### src/rtl/hash_stim_pkg.sv
`default_nettype none
// ============================================================================
//  Module      : hash_stim_pkg
//  Description : Shared types, LFSR constants and the digest fold helper for
//                the streaming hash-core stimulus harness.
//  Contents    : stim_state_t   - harness FSM state encoding
//                LFSR_TAPS_64   - Galois taps, x^64+x^63+x^61+x^60+1
//                LFSR_TAPS_16   - Galois taps, x^16+x^14+x^13+x^11+1
//                LEN_SEED_XOR   - perturbation applied to SEED for the length LFSR
//                fold_xor()     - XOR of all sig_w-bit chunks of a digest
//  Revision    : 1.0  initial release
// ============================================================================
package hash_stim_pkg;

    typedef enum logic [1:0] {
        ST_IDLE = 2'd0,
        ST_LEN  = 2'd1,
        ST_SEND = 2'd2,
        ST_WAIT = 2'd3
    } stim_state_t;

    localparam logic [63:0] LFSR_TAPS_64 = 64'hD800_0000_0000_0000;
    localparam logic [15:0] LFSR_TAPS_16 = 16'hB400;
    localparam logic [63:0] LEN_SEED_XOR = 64'h0000_0000_0000_5A5A;

    // Upper bounds on the digest / signature widths fold_xor can handle.
    localparam int FOLD_MAX_IN  = 1024;
    localparam int FOLD_MAX_SIG = 64;
    localparam int FOLD_IN_IW   = $clog2(FOLD_MAX_IN);
    localparam int FOLD_SIG_IW  = $clog2(FOLD_MAX_SIG);

    // Bit i of the (zero-extended) digest lands on signature bit i % sig_w,
    // which is the same as XOR-ing every sig_w-bit chunk together as long as
    // the real digest width is a multiple of sig_w.
    function automatic logic [FOLD_MAX_SIG-1:0] fold_xor(
        input logic [FOLD_MAX_IN-1:0] data,
        input int                     sig_w
    );
        logic [FOLD_MAX_SIG-1:0] acc;
        acc = '0;
        for (int i = 0; i < FOLD_MAX_IN; i++) begin
            acc[FOLD_SIG_IW'(i % sig_w)] ^= data[FOLD_IN_IW'(i)];
        end
        return acc;
    endfunction

endpackage
`default_nettype wire

### src/rtl/hash_stim_harness_lfsr_gen.sv
`default_nettype none
// ============================================================================
//  Module      : lfsr_gen
//  Description : Right-shifting Galois LFSR that advances only when asked.
//  Ports       : clk   in  1      rising-edge clock
//                reset in  1      synchronous, active-high; reloads SEED
//                step  in  1      advance one position this cycle
//                value out WIDTH  current LFSR contents
//  Revision    : 1.0  initial release
// ============================================================================
module lfsr_gen #(
    parameter int               WIDTH = 16,
    parameter logic [WIDTH-1:0] TAPS  = '0,
    parameter logic [WIDTH-1:0] SEED  = '1
) (
    input  logic             clk,
    input  logic             reset,
    input  logic             step,
    output logic [WIDTH-1:0] value
);

    logic [WIDTH-1:0] lfsr_q;
    logic [WIDTH-1:0] lfsr_d;

    always_comb begin
        lfsr_d = lfsr_q;
        if (step) begin
            lfsr_d = (lfsr_q >> 1) ^ (lfsr_q[0] ? TAPS : '0);
        end
    end

    always_ff @(posedge clk) begin
        if (reset) begin
            lfsr_q <= SEED;
        end else begin
            lfsr_q <= lfsr_d;
        end
    end

    assign value = lfsr_q;

endmodule
`default_nettype wire

### src/rtl/hash_stim_harness.sv
`default_nettype none
// ============================================================================
//  Module      : hash_stim_harness
//  Description : Self-stimulating harness for streaming hash cores. Builds
//                LFSR-driven messages of random length, honours the core's
//                buffer_full back-pressure, waits for each digest and folds
//                it into a small running signature.
//  Ports       : clk          in   1           rising-edge clock
//                reset        in   1           synchronous, active-high
//                enable       in   1           start/continue messages
//                core_in      out  DATA_W      data word to core
//                core_in_rdy  out  1           word valid
//                core_last    out  1           last word of message
//                core_bnum    out  BYTE_NUM_W  valid bytes in last word
//                core_full    in   1           core back-pressure
//                core_out     in   OUT_W       core digest
//                core_out_rdy in   1           digest valid (edge captured)
//                signature    out  SIG_W       running digest signature
//                msg_count    out  16          digests folded (wraps)
//                busy         out  1           FSM not idle
//                timeout_err  out  1           sticky digest timeout
//  Revision    : 1.0  initial release
// ============================================================================
module hash_stim_harness
    import hash_stim_pkg::*;
#(
    parameter int          DATA_W        = 64,
    parameter int          BYTE_NUM_W    = 3,
    parameter int          OUT_W         = 512,
    parameter int          SIG_W         = 16,
    parameter int          MAX_MSG_WORDS = 16,
    parameter int          TIMEOUT       = 4096,
    parameter logic [63:0] SEED          = 64'hACE1
) (
    input  logic                  clk,
    input  logic                  reset,
    input  logic                  enable,
    output logic [DATA_W-1:0]     core_in,
    output logic                  core_in_rdy,
    output logic                  core_last,
    output logic [BYTE_NUM_W-1:0] core_bnum,
    input  logic                  core_full,
    input  logic [OUT_W-1:0]      core_out,
    input  logic                  core_out_rdy,
    output logic [SIG_W-1:0]      signature,
    output logic [15:0]           msg_count,
    output logic                  busy,
    output logic                  timeout_err
);

    localparam int                 C_CNT_W   = (MAX_MSG_WORDS > 1) ? $clog2(MAX_MSG_WORDS) : 1;
    localparam int                 C_TO_W    = $clog2(TIMEOUT);
    localparam logic [C_TO_W-1:0]  C_TO_LAST = C_TO_W'(TIMEOUT - 1);
    localparam logic [15:0]        C_LEN_MSK = 16'(MAX_MSG_WORDS - 1);

    // ------------------------------------------------------------------
    // Elaboration-time parameter sanity
    // ------------------------------------------------------------------
    if (DATA_W != (8 << BYTE_NUM_W)) begin : g_chk_data_w
        $error("hash_stim_harness: DATA_W must equal 8 << BYTE_NUM_W");
    end
    if ((OUT_W % SIG_W) != 0) begin : g_chk_out_w
        $error("hash_stim_harness: OUT_W must be a multiple of SIG_W");
    end
    if (SEED == 64'd0) begin : g_chk_seed
        $error("hash_stim_harness: SEED must be nonzero");
    end
    if ((OUT_W > FOLD_MAX_IN) || (SIG_W > FOLD_MAX_SIG) || (SIG_W < 2)) begin : g_chk_fold
        $error("hash_stim_harness: OUT_W/SIG_W outside fold_xor range");
    end
    if ((TIMEOUT < 2) || ((MAX_MSG_WORDS & (MAX_MSG_WORDS - 1)) != 0)) begin : g_chk_misc
        $error("hash_stim_harness: TIMEOUT >= 2 and power-of-two MAX_MSG_WORDS required");
    end

    // ------------------------------------------------------------------
    // Registers
    // ------------------------------------------------------------------
    stim_state_t            state_q,       state_d;
    logic [C_CNT_W-1:0]     last_idx_q,    last_idx_d;
    logic [C_CNT_W-1:0]     word_cnt_q,    word_cnt_d;
    logic [C_TO_W-1:0]      wait_cnt_q,    wait_cnt_d;
    logic                   out_rdy_q,     out_rdy_d;
    logic [DATA_W-1:0]      core_in_q,     core_in_d;
    logic                   core_in_rdy_q, core_in_rdy_d;
    logic                   core_last_q,   core_last_d;
    logic [BYTE_NUM_W-1:0]  core_bnum_q,   core_bnum_d;
    logic [SIG_W-1:0]       signature_q,   signature_d;
    logic [15:0]            msg_count_q,   msg_count_d;
    logic                   timeout_err_q, timeout_err_d;

    logic [DATA_W-1:0]      w_data_word;
    logic [15:0]            w_len_word;
    logic                   w_data_step;
    logic                   w_len_step;
    logic                   w_capture;
    logic [SIG_W-1:0]       w_fold;

    // ------------------------------------------------------------------
    // Pattern sources
    // ------------------------------------------------------------------
    lfsr_gen #(
        .WIDTH (DATA_W),
        .TAPS  (DATA_W'(LFSR_TAPS_64)),
        .SEED  (DATA_W'(SEED))
    ) u_data_lfsr (
        .clk   (clk),
        .reset (reset),
        .step  (w_data_step),
        .value (w_data_word)
    );

    lfsr_gen #(
        .WIDTH (16),
        .TAPS  (LFSR_TAPS_16),
        .SEED  (16'(SEED ^ LEN_SEED_XOR))
    ) u_len_lfsr (
        .clk   (clk),
        .reset (reset),
        .step  (w_len_step),
        .value (w_len_word)
    );

    // Digest strobe is rising-edge detected so a core that holds out_ready
    // high for several cycles is folded only once.
    assign w_capture = core_out_rdy & ~out_rdy_q;
    assign w_fold    = SIG_W'(fold_xor(FOLD_MAX_IN'(core_out), SIG_W));
    assign out_rdy_d = core_out_rdy;

    // ------------------------------------------------------------------
    // Next-state / output logic
    // ------------------------------------------------------------------
    always_comb begin
        state_d       = state_q;
        last_idx_d    = last_idx_q;
        word_cnt_d    = word_cnt_q;
        wait_cnt_d    = wait_cnt_q;
        core_in_d     = core_in_q;
        core_in_rdy_d = 1'b0;
        core_last_d   = 1'b0;
        core_bnum_d   = '0;
        signature_d   = signature_q;
        msg_count_d   = msg_count_q;
        timeout_err_d = timeout_err_q;
        w_data_step   = 1'b0;
        w_len_step    = 1'b0;

        case (state_q)
            ST_IDLE: begin
                if (enable) begin
                    state_d = ST_LEN;
                end
            end

            ST_LEN: begin
                // Stored as L-1 so the counter never needs an extra bit.
                last_idx_d = C_CNT_W'(w_len_word & C_LEN_MSK);
                word_cnt_d = '0;
                w_len_step = 1'b1;
                state_d    = ST_SEND;
            end

            ST_SEND: begin
                // While the core is full nothing advances, so the same
                // LFSR word is offered again once it drains.
                if (!core_full) begin
                    core_in_rdy_d = 1'b1;
                    core_in_d     = w_data_word;
                    w_data_step   = 1'b1;
                    word_cnt_d    = word_cnt_q + 1'b1;
                    if (word_cnt_q == last_idx_q) begin
                        core_last_d = 1'b1;
                        core_bnum_d = w_data_word[BYTE_NUM_W-1:0];
                        wait_cnt_d  = '0;
                        state_d     = ST_WAIT;
                    end
                end
            end

            ST_WAIT: begin
                // Capture is tested first so it beats a same-cycle timeout.
                if (w_capture) begin
                    signature_d = {signature_q[SIG_W-2:0], signature_q[SIG_W-1]} ^ w_fold;
                    msg_count_d = msg_count_q + 16'd1;
                    state_d     = enable ? ST_LEN : ST_IDLE;
                end else if (wait_cnt_q == C_TO_LAST) begin
                    timeout_err_d = 1'b1;
                    state_d       = ST_IDLE;
                end else begin
                    wait_cnt_d = wait_cnt_q + 1'b1;
                end
            end

            default: begin
                state_d = ST_IDLE;
            end
        endcase
    end

    always_ff @(posedge clk) begin
        if (reset) begin
            state_q       <= ST_IDLE;
            last_idx_q    <= '0;
            word_cnt_q    <= '0;
            wait_cnt_q    <= '0;
            out_rdy_q     <= 1'b0;
            core_in_q     <= '0;
            core_in_rdy_q <= 1'b0;
            core_last_q   <= 1'b0;
            core_bnum_q   <= '0;
            signature_q   <= '0;
            msg_count_q   <= '0;
            timeout_err_q <= 1'b0;
        end else begin
            state_q       <= state_d;
            last_idx_q    <= last_idx_d;
            word_cnt_q    <= word_cnt_d;
            wait_cnt_q    <= wait_cnt_d;
            out_rdy_q     <= out_rdy_d;
            core_in_q     <= core_in_d;
            core_in_rdy_q <= core_in_rdy_d;
            core_last_q   <= core_last_d;
            core_bnum_q   <= core_bnum_d;
            signature_q   <= signature_d;
            msg_count_q   <= msg_count_d;
            timeout_err_q <= timeout_err_d;
        end
    end

    assign core_in     = core_in_q;
    assign core_in_rdy = core_in_rdy_q;
    assign core_last   = core_last_q;
    assign core_bnum   = core_bnum_q;
    assign signature   = signature_q;
    assign msg_count   = msg_count_q;
    assign busy        = (state_q != ST_IDLE);
    assign timeout_err = timeout_err_q;

endmodule
`default_nettype wire

### config.mk
export PLATFORM = sky130hd
export DESIGN_NAME = hash_stim_harness
export DESIGN_NICKNAME = d
export VERILOG_FILES = /design/src/rtl/hash_stim_pkg.sv /design/src/rtl/hash_stim_harness_lfsr_gen.sv /design/src/rtl/hash_stim_harness.sv
export SDC_FILE = /design/constraint.sdc
export NUM_CORES = 1
export LEC_CHECK = 0
export ABC_AREA = 1
export CELL_PAD_IN_SITES_DETAIL_PLACEMENT = 0
export CELL_PAD_IN_SITES_GLOBAL_PLACEMENT = 1
export CORE_AREA = 2 2 239 241
export DETAILED_ROUTE_END_ITERATION = 10
export DIE_AREA = 0 0 241 243
export HOLD_SLACK_MARGIN = 0.12
export PLACE_DENSITY_LB_ADDON = 0.15
export SLEW_MARGIN = 10
export SYNTH_ARGS = -nofsm -noshare
export SYNTH_HDL_FRONTEND = slang
export SYNTH_SLANG_ARGS = --single-unit
### constraint.sdc
create_clock -name clk -period 3.88 [get_ports clk]
set_input_delay 0.776 -clock clk [delete_from_list [all_inputs] [get_ports clk]]
set_output_delay 0.776 -clock clk [all_outputs]
set_load 0.005 [all_outputs]
# Word-level counts from Yosys, hierarchy flattened
# Index checks and enable logic that the tools add are counted.
[word_totals]
mem_bits_ro = 0
output_inout_bits = 103
mem_bits_rw = 0
n_memories = 0
reg_bits = 205
latch_bits = 0
[op_classes]
n_addsub = 3
magnitude_cmp = 0
div_mod_pow = 0
n_shift = 0
multipliers = 0
n_reduce_logical = 12
n_eq_ne = 11
bitwise_logic = 8
muxes = 20
[ops]
columns = ["op", "count"]
rows = [
  ["64-bit 2-to-1 mux", 1],
  ["63-bit by 64-bit bitwise XOR with 64-bit output", 1],
  ["12-bit 2-to-1 mux", 4],
  ["12-bit one-hot mux with 2 select lines", 1],
  ["16-bit by 1-bit adder with 16-bit output, second input constant", 1],
  ["16-bit 2-to-1 mux", 1],
  ["15-bit by 16-bit bitwise XOR with 16-bit output", 1],
  ["12-bit by 1-bit adder with 12-bit output, second input constant", 1],
  ["12-bit == test, second input constant", 1],
  ["2-bit 2-to-1 mux", 5],
  ["2-bit inequality test, second input constant", 5],
  ["2-bit one-hot mux with 4 select lines", 1],
  ["4-bit one-hot mux with 2 select lines", 1],
  ["2-bit AND reduction", 3],
  ["2-bit nonzero test", 3],
  ["1-bit 2-to-1 mux", 5],
  ["1-bit NOT", 5],
  ["5-bit AND reduction", 1],
  ["4-bit by 1-bit adder with 4-bit output, second input constant", 1],
  ["2-bit == test, second input constant", 2],
  ["4-bit == test", 1],
  ["4-bit 2-to-1 mux", 1],
  ["4-bit AND reduction", 1],
  ["4-bit OR reduction", 1],
  ["6 further kinds", 6],
]

# Depth between registers and ports, before layout
[logic_depth]
ltp_word = 4
ltp_mapped = 11
mapped_depth_nobuf = 11

# Cells and area by module
# From an unflattened synthesis, not the netlist that was laid out.
[hier_totals]
hier_cells = 1074
hier_area_um2 = 8006.4
[by_module_without_submodules]
columns = ["module", "cells_per_inst", "n_inst", "area_each_um2", "seq_area_each_um2"]
rows = [
  ["hash_stim_harness", 704, 1, 5109.9, 2502.4],
  ["lfsr_gen at u_data_lfsr", 289, 1, 2248.4, 1281.2],
  ["lfsr_gen at u_len_lfsr", 81, 1, 648.1, 320.3],
]

# Worst setup path after synthesis
# Ideal clock, no wire load.
[synth_timing]
kind = "input to register"
startpoint = "input core_out_rdy"
endpoint = "register msg_count_q[15] (netlist: msg_count[15])"
t_arrival_ns = 1.606
path_stages = 9
path_slack_ns = 2.161
n_path_buf = 0
cell_sequence = "nand2_1 -> inv_1 -> nand2_1 -> nor2_1 -> nand2_2 -> nor2_4 -> nand2_1 -> o21ai_1 -> nor2_1"
[synth_between]
elab_chain_len = 2
[synth_lines]
columns = ["element", "line_no", "text"]
rows = [
  ["from (decl)", "hash_stim_harness.sv:44", "input logic core_out_rdy,"],
  ["1-bit AND", "hash_stim_harness.sv:125", "assign w_capture = core_out_rdy & ~out_rdy_q;"],
  ["2-bit AND reduction (no source line)", "n/a", ""],
  ["to (signal assigned)", "hash_stim_harness.sv:224", "msg_count_q <= msg_count_d;"],
  ["to (decl)", "hash_stim_harness.sv:88", "logic [15:0] msg_count_q, msg_count_d;"],
]
# Every way passes these cells.
# A chain may end at the register's enable or synchronous reset.

# Final worst setup path
[layout_timing]
startpoint = "register state_q[0]"
endpoint = "output busy"
[layout_between]
elab_chain_len = 1
[layout_lines]
columns = ["element", "line_no", "text"]
rows = [
  ["from (decl)", "hash_stim_harness.sv:78", "stim_state_t state_q, state_d;"],
  ["from (signal assigned)", "hash_stim_harness.sv:214", "state_q <= state_d;"],
  ["2-bit nonzero test", "hash_stim_harness.sv:235", "assign busy = (state_q != ST_IDLE);"],
  ["to (decl)", "hash_stim_harness.sv:47", "output logic busy,"],
]
# Every way passes these cells.

==> metrics.md <==
| Metric | Value |
|---|---|
| First-pass GRT wire length | 32820 µm |
| Simple-gate share of the synthesized area | around 27% |
| CP Cell Sequence | inv_1 > ha_1 > inv_1 > clkdlybuf4s50_1 |
| Fill count | 6485 |
| First-iteration detailed-routing DRC count | about 230 |
| TritonCTS clock tree | done |
| Cell family with most CP delay | buffers and inverters |
| Clock Skew | 0.01213 ns |
| Routed len/inst | between 10 and 15 µm |
| Initial Utilization | between 10% and 20% |
| Vias in the first global route | 5424 |
| Clock-pin slew on the worst setup and hold paths | 0.06 ns |
| CTS Hold Bufs | 0 |
| Register area share after synthesis | a little under half |
| Slew Limit Fails | 0 |
| Fmax | 0.3828 GHz |
| Slowest CP cell | clkdlybuf4s50_1 |
| Layout cells sized above 1 | under 10% |
| Final HPWL DP | 13450 µm |
| Final nets | 1430 |
| CTS buffer count | 17 |
| XOR/XNOR Fraction of Synth Area | 0.4083% |
| RSZ-0062 raised after global routing | false |
| Final hold vios | 0 |
| Most used cell, CP | inv_1 |
| Clock sinks | about 150 |
| Sequential cell area | 3023 µm² |
| Post-route clock period utilization | 67.33% |
| Hold WC Path Type | reg2reg |
| Die Width | 241 µm |
| CP bufs+invs | 3 |
| Aggregate global routing overflow | 0 |
| Relative slew slack | approximately 45% |
| Overall die area | 58560 µm² |
| CTS root buffer | clkbuf_16 |
| Gates resized, CTS repair | 0 |
| Synthesized Nets | roughly 1400 |
| Antenna violations before repair | 0 |
| CORE AREA | 55950 µm² |
| Max_cap viols | 0 |
| Clock latency on the worst-skew pair | between 0.4 and 0.5 ns |
| Mean area per synthesized cell | 7.422 µm² |
| GPL Wtd Cong | between 0.6 and 0.7 |
| Total track usage | 7.561% |
| Crit start category | flip-flop |
| P&R area growth vs syn | 31.93% |
| I/O Buffers | ~110 |
| Syn. warnings | 0 |
| DRC violations left | 0 |
| Row count | 87 |
| CP required | 3.10 ns |
| CTS H-tree depth | 4 |
| Non-filler instance count after layout | 1675 |
| Crit path DAT | 1.84 ns |
| CP max FO | 5 |
| Routed vias/inst | 3.223 |
| Post-CTS Setup Bufs | 0 |
| Compound-gate portion of the synthesized area | 11.41% |
| Largest family of logic cells by synthesized area | simple AND/OR/NAND/NOR gates |
| Status | complete, no violations |
| Design area | 8489 µm² |
| Hold Slack | 0.4583 ns |
| Clk buf depth | 2 |
| Crit end category | output port |
| Die Span Y | 243 µm |
| # placed instances | between 1500 and 2000 |
| WS Path Type | reg2out |
| Final wirelength | 21010 µm |
| Final worst slack | 1.267 ns |
| Routed Antenna Nets | 0 |
| Worst path max stage delay | 0.55 ns |
| Synthesized instance count | 867 |
| Largest net degree at the start of global routing | 116 |
| Final worst path period need | ~2.6 ns |
| Worst slew pin tran | between 0.8 and 0.9 ns |
| Via count | about 5400 |
| P_leak | between 0.003 and 0.004 µW |
| Synth Register Bits | 151 |
| Multi-input gate area | around 2600 µm² |
| Mux cell area share after synthesis | 0% |
| Drt pass-1 iters | 4 |
| Pwr dens | just under 600 nW/µm² |
| Dpl cell area | 7930 µm² |
| Setup Slack @ Placement | 0.9660 ns |
| Worst vdd rail ir drop | about 0.31 mV |
| Setup_tns | 0 ns |
| Setup violators final | 0 |
| Synth Cell Area | roughly 6400 µm² |
| Adder-cell area share of the yosys netlist | between 1.5 and 2% |
| Num ports | 620 |
| Synth cell types | 35 |
-- cells in the final DEF (no fill, tap or decap), types with 2 or more instances in the layout --
cell type / n
inv_6: 2
xor2_1: 2
buf_4: 7
nor2_4: 5
nor3_1: 8
nand3_1: 33
clkinvlp_4: 6
nor2_1: 194
nand2_2: 2
inv_2: 3
o21ai_0: 87
ha_1: 8
clkbuf_16: 17
nand2_1: 145
o21a_1: 2
a31oi_1: 3
nand4_1: 14
inv_1: 52
clkinv_2: 5
dfxtp_1: 151
nand4_4: 2
clkdlybuf4s50_1: 106
nand3_2: 3
a21oi_1: 44
-- path summary, 6_finish.rpt --
kind                       startpoint                   to  slack, ns  cells after the start
setup / recovery           state_q[0]                 busy       1.27                      4
hold / removal    u_len_lfsr.value[3]  u_len_lfsr.value[3]       0.46                      2
setup reg to reg           state_q[0]          core_in[29]       1.46                      8
hold reg to reg   u_len_lfsr.value[3]  u_len_lfsr.value[3]       0.46                      2
-- kinds of logic (layout without fill, tap and decap cells) --
group / count (synthesis) / after routing
xor+xnor: 3 / 3
simple gates: 409 / 409
buf+inv: 154 / 205
flops: 151 / 151
compound gates: 142 / 142
fa+ha+maj: 8 / 8
other cells: 0 / 1
-- where the power goes --
group	switching [µW]	internal (µW)	leakage (µW)	total, µW
clock	775	884	0.000257	1660
sequential	219	1850	0.00123	2070
combinational	675	519	0.00178	1190
-- synthesized netlist by cell type, drive strengths merged --
cell type  instances  area [µm²]
a21oi             45       229.0
a31oi              3       18.77
buf               72       500.5
clkbuf            24       91.33
dfxtp            151        3023
ha                 8       100.1
inv               58       220.2
nand2            147       556.8
nand3             36       195.2
nand4             16       130.1
nor2             200       790.8
nor3              10       66.32
o211ai             1       7.510
o21a               2       15.01
o21ai             89       449.2
o21bai             1       7.510
o31ai              1       7.510
xnor2              1       8.760
xor2               2       17.52
-- layout make-up --
| class | instances | area share, % |
|---|---|---|
| diodes | 1 | 0.02948 |
| clock buffers | 18 | 5.055 |
| clock inverters | 14 | 1.503 |
| inverters | 58 | 2.623 |
| multi-input cells | 562 | 30.63 |
| flip-flops and latches | 151 | 35.61 |
| well taps | 756 | 11.14 |
| repair buffers | 115 | 13.41 |
-- worst min-delay path, stage by stage, from the launching register on --
cell,delay [ns]
dfxtp_1,0.33
nand2_1,0.05
nand3_1,0.05
-- sequential cells by signal, summed over array words and instances (netlist names) --
signal,cells
core_in,64
msg_count,16
signature,16
u_len_lfsr.value,16
wait_cnt_q,12
u_data_lfsr.value,11
word_cnt_q,4
core_bnum,3
last_idx_q,3
state_q,2
core_in_rdy,1
core_last,1
out_rdy_q,1
timeout_err,1
-- per-stage QoR --
| step | utilization (%) | total power [µW] |
|---|---|---|
| floorplan | - | 2897 |
| global placement | 14.17 | 3344 |
| detailed placement | 14.17 | 3336 |
| CTS | 15.17 | 5074 |
| global route | 15.17 | 5304 |
| finish | 15.17 | 4919 |
-- per-layer routing --
layer	global-route usage, %	routed length, µm	vias to the layer above
met5	0	0	-
met4	3.268	391	0
met3	3.605	1735	18
met2	10.75	8539	117
met1	9.618	10340	2465
li1	-	-	2798
(Power assumes the default switching activity.)
